===== src/rtl/div_ctrl.sv =====
// Execute-stage sequencer for the multi-cycle divider. It launches DIV/DIVU operands into the divider
// core, stalls execute until the result returns, and drains results that a flush has orphaned.
module div_ctrl #(
   parameter int DW = 32
) (
   input  logic          clk,
   input  logic          resetn,
   input  logic          es_valid,
   input  logic          es_div_op,
   input  logic          es_div_signed,
   input  logic [DW-1:0] es_src1,
   input  logic [DW-1:0] es_src2,
   input  logic          exc_flush,
   output logic          div_block,
   output logic          div_in_valid,
   input  logic          div_in_ready,
   output logic          div_signed,
   output logic [DW-1:0] div_dividend,
   output logic [DW-1:0] div_divisor,
   input  logic          div_out_valid,
   input  logic [DW-1:0] div_quotient,
   input  logic [DW-1:0] div_remainder,
   output logic          div_res_valid,
   output logic [DW-1:0] div_lo,
   output logic [DW-1:0] div_hi
);
   typedef enum logic [2:0] {IDLE, REQ, WAIT, DONE, DRAIN} state_t;

   state_t state_reg;
   logic   done_reg;
   logic   new_div;

   assign new_div = es_valid & es_div_op & ~exc_flush;

   // A divide that arrives during DRAIN is stalled here and only launched once back in IDLE.
   assign div_block = ~exc_flush & (((state_reg == IDLE) & new_div) |
                                    (state_reg == REQ) |
                                    (state_reg == WAIT) |
                                    ((state_reg == DRAIN) & es_valid & es_div_op));

   assign div_res_valid = done_reg & ~exc_flush;

   always_ff @(posedge clk) begin
      if (!resetn) begin
         state_reg    <= IDLE;
         done_reg     <= 1'b0;
         div_in_valid <= 1'b0;
         div_signed   <= 1'b0;
         div_dividend <= '0;
         div_divisor  <= '0;
         div_lo       <= '0;
         div_hi       <= '0;
      end else begin
         case (state_reg)
            IDLE: begin
               if (new_div) begin
                  div_dividend <= es_src1;
                  div_divisor  <= es_src2;
                  div_signed   <= es_div_signed;
                  div_in_valid <= 1'b1;
                  state_reg    <= REQ;
               end
            end
            REQ: begin
               if (exc_flush) begin
                  // Once the core has taken the operands its result must still be drained.
                  div_in_valid <= 1'b0;
                  state_reg    <= div_in_ready ? DRAIN : IDLE;
               end else if (div_in_ready) begin
                  div_in_valid <= 1'b0;
                  state_reg    <= WAIT;
               end
            end
            WAIT: begin
               if (div_out_valid && !exc_flush) begin
                  div_lo    <= div_quotient;
                  div_hi    <= div_remainder;
                  done_reg  <= 1'b1;
                  state_reg <= DONE;
               end else if (div_out_valid) begin
                  state_reg <= IDLE;
               end else if (exc_flush) begin
                  state_reg <= DRAIN;
               end
            end
            DONE: begin
               done_reg  <= 1'b0;
               state_reg <= IDLE;
            end
            DRAIN: begin
               if (div_out_valid) begin
                  state_reg <= IDLE;
               end
            end
            default: begin
               done_reg     <= 1'b0;
               div_in_valid <= 1'b0;
               state_reg    <= IDLE;
            end
         endcase
      end
   end
endmodule


===== config.mk =====
export PLATFORM = sky130hd
export DESIGN_NAME = div_ctrl
export DESIGN_NICKNAME = d
export VERILOG_FILES = /design/src/rtl/div_ctrl.sv
export SDC_FILE = /design/constraint.sdc
export NUM_CORES = 1
export LEC_CHECK = 0
export ABC_AREA = 1
export BUFFER_PORTS_ARGS = -buffer_cell sky130_fd_sc_hd__buf_2
export CAP_MARGIN = 20
export CORE_ASPECT_RATIO = 1.2
export CORE_MARGIN = 10
export CORE_UTILIZATION = 40
export DETAILED_ROUTE_END_ITERATION = 10
export HOLD_SLACK_MARGIN = 0.15
export PLACE_DENSITY = 0.76
export RECOVER_POWER = 25
export SLEW_MARGIN = 20
export SYNTH_ARGS = -nofsm -noshare
export SYNTH_HDL_FRONTEND = slang
export SYNTH_SLANG_ARGS = --single-unit

===== constraint.sdc =====
create_clock -name clk -period 1.3 [get_ports clk]
set_clock_uncertainty 0.05 [all_clocks]
set_input_delay 0.195 -clock clk [delete_from_list [all_inputs] [get_ports clk]]
set_output_delay 0.195 -clock clk [all_outputs]
set_load 0.01 [all_outputs]

==> flow_results.org, run 1 <==
** Synth
- Multiplexer share of the synthesized area :: 0%
- Most used standard cells in the synthesized netlist :: 267 x nor2_1, 134 x dfxtp_1, 80 x o21ai_1
- Count of state elements after synthesis :: 134
- The share of the Yosys chip area taken by registers is 55.17%.
- Adder and majority cell fraction of the synthesized area :: 0%
- Summing the areas of all compound-gate instances in the mapped netlist gives 14.38% of the synthesized area.
- Top cell type by total area after synthesis :: dfxtp_1
- Counting flops with an async set or reset pin after synthesis yields a share of 0%.
- Synthesis produced a netlist with a net count of 758.
- Netlist area before placement :: ~4900 um2
- After Yosys synthesis, XOR and XNOR cells account for 0% of the synthesized area.
- Combinational family with the most area after synthesis :: simple AND/OR/NAND/NOR gates
- Number of cells produced by synthesis :: 622
- Of the post-synthesis cell area, the dominant cell type holds a little under three fifths.
- Mean Syn Cell Area :: 7.817 um2
- The most used flip-flop cell after synthesis is dfxtp_1.
- Synth Area in Simple Gates :: 23.91%
- Number of flops mapped to enable cells by yosys :: 0
- The netlist uses 21 different library cells.
- The Yosys step of the flow raised 0 warnings.
- Top-count cell post-synth :: nor2_1
- Dominant cells by area after synthesis :: dfxtp_1 55%, nor2_1 21%, o21ai_1 8.2%, o21ai_0 5.2%, buf_6 2.5%

** CTS
- Clk sinks :: 134
- Clock slew at reported path FFs :: 0.06 ns
- Clock insertion delay at the later pin of the skew report :: 0.41 ns
- Clk root buf :: clkbuf_16
- CTS built an H-tree with a depth of 4.
- TritonCTS Buffers :: 17
- Bufs on Longest Clock Path :: 2
- TritonCTS built the clock tree.

** Setup path
- WP depth :: 6
- Highest cell delay on the worst timing path :: 0.36 ns
- The setup check on the worst reg-to-reg path leaves a slack of -0.38 ns.
- STA classifies the critical path startpoint as a flop.
- Critical path type :: reg -> out
- Cell depth of the worst flop-to-flop path :: 9
- Along the worst path, the maximum fanout reaches 4.
- The largest individual stage delay along the critical path comes from the cell dfxtp_4.
- In this design, the critical path's most frequently occurring cell is nor2_4.
- Largest delay contributor family on the critical path :: simple AND/OR/NAND/NOR gates
- Arrival time worst endpoint :: 1.51 ns
- Capturing element type of the critical path :: output pin
- WP data required :: 1.05 ns
- The number of buffers and inverters on the critical path is 2.
- Cell-by-cell listing of the critical path :: nor2_4 -> nand2_4 -> nor2_4 -> inv_4 -> a21oi_4 -> buf_6

** Timing
- Period Utilization, post-route :: 135.1%
- Worst-case headroom to the max-slew limit :: 72.54%
- Transition time of the tightest slew-check pin :: ~0.4 ns
- After layout, the minimum clock period comes to 1.756 ns.
- Max Clock Freq :: 0.5694 GHz
- Post-route worst setup slack :: -0.4562 ns
- Unrepaired setup endpoints after global routing :: true
- Final Max Slew Viols :: 0
- The final hold violation count came to 0.
- Final setup violation count :: 135
- Total Neg Setup Slack :: -35.54 ns

** Layout
- Synthesis-to-finish area growth :: 108.2%
- Area occupied by registers :: 2693 um2
- Layout filler cell count :: 589
- Fraction of final layout cells sized beyond drive strength 1 :: between 40% and 50%
- Combined area of the multi-input logic cells :: 2774 um2
- The finished cells cover 10120 um2.
- Fin nets :: 1208

** Pwr
- In this run, the clock network consumes a little under half of the power.
- Summing internal, switching and leakage power gives 10.83 mW.
- Combinational group share of total power :: 14.9%
- In this run switching power makes up 26.53% of total power.
- In this run the power spent charging and discharging nets is ~2.9 mW.
- IR Drop Worst-Case VDD :: 0.7883 mV
- Standby leakage power :: 4.573 nW
- For this design the ratio of total power to cell area is 1069 nW/um2.
- Internal cell power :: 7.953 mW
- Sequential cells burn approximately two fifths of the power.

** Global route
- Total gr overflow :: 0
- The first global-routing pass estimated 36.95 mm of wire.
- Number of global-route vias before repair :: between 6000 and 7000
- Largest net degree at the start of global routing :: 64
- Antenna violations before repair :: 3
- Total track usage :: a little over a quarter

** Routing
- Average wire length per cell after detail routing :: 21.62 um
- The final layout contains routed wiring with a total length of 27.07 mm.
- Vias per cell :: 5.359
- Violation count after the first detailed-routing iteration :: 621
- The detail route stage leaves a number of antenna-violating nets equal to 0.
- Number of detailed-route iterations in the first pass :: 5
- DRC viols :: 0
- Vias after detailed routing :: around 6700

** Floorplanning
- Die area :: between 15000 and 20000 um2
- The region available for standard cell placement spans 12000 um2.
- I/O pin total :: approximately 270
- Width of the die :: 120.6 um
- Overall die height :: approximately 140 um
- In this run the core area contains 44 standard-cell rows.
- Starting density of the core :: 40.51%

** Run status
- The checks that failed: setup timing.
- Outcome :: finished with violations

** Hold path
- The path class of the tightest hold or removal check is in -> reg.
- Along the worst hold path, the cell count comes to 5.

** Placed design
- The congestion estimate from routability-driven global placement came to 0.7701.
- Quantity of I/O buffers inserted on ports :: 267
- DP Area :: 6526 um2
- DP HPWL :: 11.84 mm
- Before CTS, the worst setup slack after placement is -0.1466 ns.

** Job
- Max-cap violations in this run came to 0.
## tightest hold or removal path, delay by kind of cell
| kind | cells | cell delay, ns |
|---|---|---|
| AO/OA/AOI/OAI | 2 | 0.13 |
| buffers and inverters | 1 | 0.14 |
| AND/OR/NAND/NOR | 2 | 0.15 |
## layout by cell type (no fill, tap or decap), drive strengths merged
cell type,count
dfxtp,134
a31oi,1
bufbuf,1
bufinv,2
nand3,9
o21ai,131
a21oi,6
clkinv,2
diode,6
inv,17
dlygate4sd3,131
nand2,15
clkbuf,53
nand4,2
nor2,270
buf,307
clkinvlp,4
## logic make-up (layout without fill, tap and decap cells)
family | Yosys count | after routing
AO/OA/AOI/OAI | 138 | 138
other | 0 | 6
buffers and inverters | 54 | 517
AND/OR/NAND/NOR | 296 | 296
flip-flops | 134 | 134
## final timing paths
kind | endpoint | from
min reg2reg | div_lo[19]$_SDFFE_PN0P_ | div_lo[19]$_SDFFE_PN0P_
max reg2reg | div_dividend[8]$_SDFFE_PN0P_ | state_reg[1]$_SDFFE_PN0P_
max | div_block | state_reg[1]$_SDFFE_PN0P_
min | state_reg[2]$_SDFFE_PN0P_ | exc_flush
## power groups by stage
| stage | sequential, mW | combinational (mW) | clock (mW) |
|---|---|---|---|
| 2_1_floorplan | 4.44 | 0.343 | 0 |
| 3_3_place_gp | 4.38 | 0.838 | 0 |
| 3_5_place_dp | 4.38 | 0.849 | 0 |
| 4_1_cts | 4.30 | 1.40 | 4.85 |
| 5_1_grt | 4.32 | 1.70 | 5.08 |
| 6_report | 4.32 | 1.61 | 4.90 |
## area by class of cell
type / instances / area share, %
diodes: 6 / 0.1483
clock buffers: 20 / 4.412
clock inverters: 12 / 1.409
inverters: 13 / 0.7168
multi-input cells: 434 / 27.40
flip-flops and latches: 134 / 26.60
well taps: 161 / 1.990
repair buffers: 472 / 37.33
## stage by stage
| stage | instances | util, % | hold slack, ns |
|---|---|---|---|
| finish | 1252 | 84.35 | 0.2045 |
| global route | 1249 | 84.29 | 0.2007 |
| CTS | 1243 | 80.04 | 0.1662 |
| detailed placement | 1045 | 54.38 | 0.3764 |
| global placement | 1045 | 54.38 | 0.3646 |
| floorplan | 622 | - | 0.2799 |
## layer usage
metal	up-vias	global-route usage [%]	share of wire [%]
met5	-	0	0
met1	3158	26.14	33
met2	489	48.43	52
met4	0	16.60	6.7
li1	2909	-	-
met3	153	9.708	8.4
## what timing repair did
item,4_1_cts,5_1_grt
hold endpoints to repair,131,0
resized for setup,176,174
hold buffers,131,0
buffers inserted,18,8
pin swaps,31,56
gates cloned,17,1
setup endpoints to repair,133,136
Power figures use the tool's default switching activity.
==> run 2, diff against run 1 <==
- CORE_UTILIZATION: 40 -> 48
- PLACE_DENSITY: 0.76 -> 0.86
- clock period: 1.3 -> 2.15 ns (I/O delays scaled with it)
==> run 2 against run 1 <==
The flow now finishes without violations; via count fell by 8.1%; hold slack got worse by 0.011 ns; clock power fell by 36%; wire length fell by 17%; largest cell class is now registers; largest power group unchanged; highest routed layer unchanged.
==> flow_results.org, run 2 (synthesized netlist as in run 1, its figures left out) <==
** Layout
- The fraction of layout instances using a drive strength above 1 came to 24.56% (-25 points).
- Commonest non-fill, non-tap cells in the layout :: 267 x nor2_1, 200 x buf_2, 134 x dfxtp_1
- The number of nets in the finished design is 1138 (-5.8%).
- The library cell used most frequently in the layout, excluding fill and tap cells, is nor2_1.
- Final core utilization :: 80.72% (-3.6 points)
- Layout filler cell count :: 592 (+0.51%)
- Synthesis-to-finish area growth :: 65.34%

** Timing
- For this run, the top clock speed supported by timing is 0.5153 GHz.
- The setup-violating endpoint count in the final report is 0 (-100%).
- The headroom to the max-slew limit was 52.94% (-20 points).
- Final number of hold-violating endpoints :: 0 (unchanged)
- Minimum hold slack :: 0.1933 ns (-0.01121 ns)
- The number of slew-limit violations in the final report came to 0 (unchanged).
- Period Utilization, post-route :: 90.26%
- Unrepaired setup endpoints after global routing :: false
- Min Clock Period, post-route :: 1.941 ns
- Transition time of the tightest slew-check pin :: 0.7060 ns (+0.2941 ns)
- Total Neg Setup Slack :: 0 ns (+35.54 ns)

** Floorplanning
- Overall die height :: 130.3 um (-7.5%)
- Width of the die :: 111.9 um (-7.3%)
- Area inside the core boundary :: 9960 um2 (-17%)
- The count of standard-cell rows came to 40 (-9.1%).
- The number of ports placed on the die boundary is 268 (unchanged).
- The area enclosed by the die boundary was 14570 um2 (-14%).
- The initial standard-cell utilization of the core was 48.82% (+8.3 points).

** CTS
- The maximum clock path buffer count is 2 (unchanged).
- The maximum level of the CTS H-tree was 4 (unchanged).
- The number of gates resized after cts was 0 (-100%).
- The clock sink count came to 134 (unchanged).
- Clk root buf :: clkbuf_16
- The CTS buffer count came to 17 (unchanged).
- TritonCTS built the clock tree.
- The clock latency at the later pin of the worst-skew pair was 0.39 ns (-0.02 ns).
- Clock slew at reported path FFs :: 0.05 ns (about the same)

** Pwr
- Clock power frac :: 48.7% (+3.5 points)
- Standby leakage power :: 3.724 nW (-19%)
- The switching part of the total was 22.16% (-4.4 points).
- Reg power frac :: 40.4% (+0.5 points)
- The peak ir drop on the vdd network is 0.5108 mV (-35%).
- Power per Cell Area :: 803.5 nW/um2 (-25%)
- Internal cell power :: 5.028 mW (-37%)
- Combinational group share of total power :: 10.9% (-4.0 points)
- Psw :: 1.431 mW (-50%)

** Placed design
- The number of I/O port buffers was 267 (unchanged).
- The final weighted congestion in routability-driven placement came to 0.8133 (+5.6%).
- The half-perimeter wire length of the detailed placement result is 11.43 mm (-3.4%).

** Routing
- Antenna-violating nets left :: 0 (unchanged)
- DRC viols :: 0 (unchanged)
- Number of detailed-route iterations in the first pass :: 5 (unchanged)
- Average wire length per cell after detail routing :: 19.62 um (-9.3%)
- Vias per cell :: 5.383 (+0.46%)
- Violation count after the first detailed-routing iteration :: 860 (+38%)
- Vias after detailed routing :: 6164 (-8.1%)
- The total wirelength of the detailed-routed design was 22.46 mm (-17%).

** Global route
- Total gr overflow :: 0 (unchanged)
- Antenna violations before repair :: 3 (unchanged)
- The number of global-route vias before repair was 6374 (-7.7%).
- Global-route wire length before repair :: 34.40 mm (-6.9%)
- Total track usage :: 29.54% (+2.3 points)
- Largest net degree at the start of global routing :: 67 (+4.7%)

** Setup path
- The data arrival time of the critical path was 1.57 ns (+0.06 ns).
- Highest cell delay on the worst timing path :: 0.46 ns (+0.10 ns)
- Capturing element type of the critical path :: output pin
- The largest fanout of any net on the critical path came to 5 (+1).
- The worst setup path is of the reg -> out kind.
- The endpoint required time on the critical path came to 1.78 ns (+0.73 ns).
- Slowest cell on the critical path :: dfxtp_1
- Kind of launch point of the worst setup path :: flop
- Cell-by-cell listing of the critical path :: inv_2 -> nand3_1 -> inv_1 -> a31oi_1 -> a21oi_2 -> buf_2

** Hold path
- The path class of the tightest hold or removal check is in -> reg.

** Run status
- The flow ran to the end, and the final reports show no timing, DRC or antenna violations.

** Job
- Maximum capacitance violations :: 0 (unchanged)
run 2: power groups by stage:
stage / Clock [mW] / Combinational (mW) / Sequential, mW
2_1_floorplan: 0 / 0.206 / 2.69
5_1_grt: 3.27 / 0.758 / 2.61
3_3_place_gp: 0 / 0.471 / 2.65
3_5_place_dp: 0 / 0.480 / 2.65
4_1_cts: 3.17 / 0.665 / 2.60
6_report: 3.14 / 0.706 / 2.61
run 2: worst paths after layout:
| path | start | to | slack, ns | cells after the start |
|---|---|---|---|---|
| setup / recovery | state_reg[0]$_SDFFE_PN0P_ | div_block | 0.21 | 6 |
| hold / removal | div_remainder[22] | div_hi[22]$_SDFFE_PN0P_ | 0.19 | 3 |
| setup reg to reg | state_reg[0]$_SDFFE_PN0P_ | div_dividend[3]$_SDFFE_PN0P_ | 0.38 | 7 |
| hold reg to reg | done_reg$_SDFFE_PN0P_ | done_reg$_SDFFE_PN0P_ | 0.42 | 2 |
run 2: routing by layer:
layer	vias up	global-route usage (%)	share of wire [%]
li1	2760	-	-
met1	2865	31.12	35
met2	469	52.13	50
met3	70	10.10	11
met4	0	13.93	3.8
met5	-	0	0
run 2: final cells by class:
class                      count  area (um2)  share of cell area [%]
sequential                   134        2683                   33.37
antenna                        5       12.51                  0.1556
inverter                      13       51.30                  0.6381
clock buffer                  22       464.2                   5.774
multi-input combinational    434        1862                   23.16
clock inverter                 9       173.9                   2.163
tap                          126       157.7                   1.961
timing repair buffer         402        2635                   32.78
run 2: metrics by stage:
| step | cells | setup WS, ns | total power, mW | cell area, um2 |
|---|---|---|---|---|
| final | 1145 | 0.2094 | 6.459 | 8039 |
| after global routing | 1144 | 0.1234 | 6.643 | 8036 |
| after detailed placement | 983 | 0.4706 | 3.130 | 6210 |
| after global placement | 983 | 0.5270 | 3.121 | 6210 |
| after CTS | 1140 | 0.1870 | 6.434 | 8109 |
| after floorplan | 622 | 0.5824 | 2.893 | 4862 |
run 2: timing repair:
| item | in CTS | in global routing |
|---|---|---|
| buffers inserted | 0 | 0 |
| hold endpoints to repair | 126 | 0 |
| hold buffers | 126 | 0 |
run 2: worst max-delay path, delay by kind of cell, from the launching register on:
family	cells	cell delay, ns
AND/OR/NAND/NOR	1	0.10
AO/OA/AOI/OAI	2	0.28
flip-flops	1	0.46
buffers and inverters	3	0.33
==> run 3, diff against run 2 <==
- RECOVER_POWER: 25 -> default
==> run 3 against run 2 <==
First-iteration DRC count decreased by 17%; non-clock buffer count did not move; cell count stayed put; maximum frequency is 0.30% lower; largest power group unchanged; worst setup slack got worse by 0.0059 ns; register-to-register slack about the same; sequential share of layout area decreased by 0.34 points; core utilization rose by 0.83 points; critical path type unchanged; clock power hardly changed; critical path depth stayed put.
==> flow_results.org, run 3 (synthesized netlist as in run 1, its figures left out) <==
** Timing
- Final Max Slew Viols :: 0 (unchanged)
- The final critical-path required period is 1.947 ns (+0.005862 ns).
- The setup TNS after final layout was 0 ns (unchanged).
- Setup repair after global routing left no endpoint under its margin.
- The share of the clock period used by the worst path after layout is 90.54% (+0.27 points).
- The smallest hold slack is 0.1867 ns (-0.006657 ns).
- The headroom to the max-slew limit is 52.99% (about the same).
- Final number of hold-violating endpoints :: 0 (unchanged)
- Final setup violation count :: 0 (unchanged)
- Transition time of the tightest slew-check pin :: 0.7052 ns (-0.0007582 ns)
- The maximum operating frequency is 0.5137 GHz (-0.30%).

** Layout
- Layout filler cell count :: 542 (-8.4%)
- The number of nets in the finished design was 1138 (unchanged).
- Commonest non-fill, non-tap cell in the layout :: nor2_1
- Synthesis-to-finish area growth :: 67.04%
- Fraction of final layout cells sized beyond drive strength 1 :: 31.07% (+6.5 points)
- Commonest non-fill, non-tap cells in the layout :: 267 x nor2_1, 266 x buf_2, 134 x dfxtp_1

** Job
- Maximum capacitance violations :: 0 (unchanged)

** CTS
- The clock transition at the registers of the reported paths is 0.05 ns (about the same).
- Clk sinks :: 134 (unchanged)
- TritonCTS Buffers :: 17 (unchanged)
- Clk root buf :: clkbuf_16
- The clock latency at the later pin of the worst-skew pair was 0.39 ns (about the same).
- Bufs on Longest Clock Path :: 2 (unchanged)
- The maximum level of the CTS H-tree is 4 (unchanged).
- Buffer count from post-CTS setup fixing :: 0 (unchanged)
- TritonCTS built the clock tree.

** Setup path
- Cell depth of the worst flop-to-flop path :: 7 (unchanged)
- WP data required :: 1.78 ns (about the same)
- Traced cell by cell, the critical path runs through inv_2 -> nand3_1 -> inv_1 -> a31oi_1 -> a21oi_2 -> buf_2.
- Kind of launch point of the worst setup path :: flop
- Highest cell delay on the worst timing path :: 0.46 ns (about the same)
- R2R Path End :: div_dividend[3]$_SDFFE_PN0P_
- The largest individual stage delay along the critical path comes from the cell dfxtp_1.
- The largest fanout of any net on the critical path was 5 (unchanged).
- Capturing element type of the critical path :: output pin
- Largest delay contributor family on the critical path :: flip-flops
- The data arrival time of the critical path was 1.57 ns (about the same).
- Reg2Reg Setup Slack :: 0.39 ns (about the same)
- The number of buffers and inverters on the critical path was 3 (unchanged).
- RR Startpoint :: state_reg[0]$_SDFFE_PN0P_
- Critical path type :: reg -> out

** Global route
- Antenna violations before repair :: 3 (unchanged)
- Global-route wire length before repair :: 34.40 mm (unchanged)
- Number of global-route vias before repair :: 6374 (unchanged)
- The all-layer global routing usage was 29.54% (unchanged).
- Total gr overflow :: 0 (unchanged)
- The pin count of the biggest net entering global routing came to 67 (unchanged).

** Placed design
- The number of I/O port buffers was 267 (unchanged).
- Final weighted congestion in routability-driven placement :: 0.8133 (unchanged)
- DP HPWL :: 11.43 mm (unchanged)

** Pwr
- Power per Cell Area :: 796.5 nW/um2 (-0.87%)
- The static leakage is 4.005 nW (+7.6%).
- The total chip power is 6.469 mW (+0.15%).
- The peak ir drop on the vdd network is 0.5098 mV (-0.20%).

** Floorplanning
- The number of ports placed on the die boundary was 268 (unchanged).
- Overall die height :: 130.3 um (unchanged)
- Cell Rows :: 40 (unchanged)
- Die area :: 14570 um2 (unchanged)
- The area of the core was 9960 um2 (unchanged).
- Width of the die :: 111.9 um (unchanged)
- The initial standard-cell utilization of the core is 48.82% (unchanged).

** Hold path
- The startpoint identified for the worst hold timing path is div_remainder[22].
- The worst hold path terminates at div_hi[22]$_SDFFE_PN0P_.
- The depth of the worst hold-timing path came to 3 (unchanged).
- Type of the most critical hold path :: in -> reg

** Routing
- Number of detailed-route iterations in the first pass :: 5 (unchanged)
- The detail-routed via count per cell came to 5.340 (-0.81%).
- Violation count after the first detailed-routing iteration :: 712 (-17%)
- Average wire length per cell after detail routing :: 19.63 um (about the same)
- Antenna-violating nets left :: 0 (unchanged)
- DRC viols :: 0 (unchanged)
- Detailed-route wire length :: 22.48 mm (about the same)
- Vias after detailed routing :: 6114 (-0.81%)

** Run status
- Outcome :: finished clean
## run 3: cell types whose count changed in the layout (fill, tap and decap cells not counted)
cell and delta:
clkbuf_1 -66, buf_2 +66
## run 3: stage by stage
| step | instance area, um2 | std cells | utilization [%] | setup slack (ns) |
|---|---|---|---|---|
| 2_1_floorplan | 4862 | 622 | - | 0.5824 |
| 6_report | 8122 | 1145 | 81.55 | 0.2035 |
| 3_3_place_gp | 6210 | 983 | 62.35 | 0.5270 |
| 3_5_place_dp | 6210 | 983 | 62.35 | 0.4706 |
| 5_1_grt | 8119 | 1144 | 81.52 | 0.1234 |
| 4_1_cts | 8109 | 1140 | 81.42 | 0.1870 |
## run 3: what timing repair did
| item | CTS | global route |
|---|---|---|
| hold buffers | 126 | 0 |
| endpoints found under the hold margin | 126 | 0 |
| resized for setup | 0 | 0 |
## run 3: metal layers
| metal | wire length, um | GRT usage, % |
|---|---|---|
| met2 | 11240 | 52.13 |
| met4 | 851 | 13.93 |
| met3 | 2569 | 10.10 |
| met1 | 7819 | 31.12 |
| met5 | 0 | 0 |
## run 3: worst register-to-register path, stage by stage (launching register included)
cell and delay, ns:
dfxtp_1 0.46, inv_2 0.10, nand2_4 0.10, nor2_4 0.06, inv_4 0.05, buf_4 0.55
nor2_1 0.14, nor2_1 0.18
## run 3: area by class of cell
type                       count  area, um2  share of cell area (%)
antenna                        5      12.51                  0.1541
timing repair buffer         402       2718                   33.46
sequential                   134       2683                   33.03
tap                          126      157.7                   1.941
multi-input combinational    434       1862                   22.92
clock buffer                  22      464.2                   5.716
clock inverter                 9      173.9                   2.141
inverter                      13      51.30                  0.6316
## run 3: worst max-delay path by stage
| stage | to | startpoint | slack [ns] | cells after the start |
|---|---|---|---|---|
| after floorplan | div_block | state_reg[2]$_SDFFE_PN0P_ | 0.58 | 7 |
| after global placement | div_divisor[26]$_SDFFE_PN0P_ | exc_flush | 0.53 | 8 |
| after detailed placement | div_dividend[22]$_SDFFE_PN0P_ | exc_flush | 0.47 | 8 |
| after CTS | div_block | state_reg[0]$_SDFFE_PN0P_ | 0.19 | 6 |
| after global routing | div_block | state_reg[1]$_SDFFE_PN0P_ | 0.12 | 7 |
| final | div_block | state_reg[0]$_SDFFE_PN0P_ | 0.20 | 6 |
## run 3: power breakdown
group	switching, mW	total, mW	internal [mW]
sequential	0.0460	2.61	2.56
clock	1.03	3.15	2.11
combinational	0.351	0.715	0.365
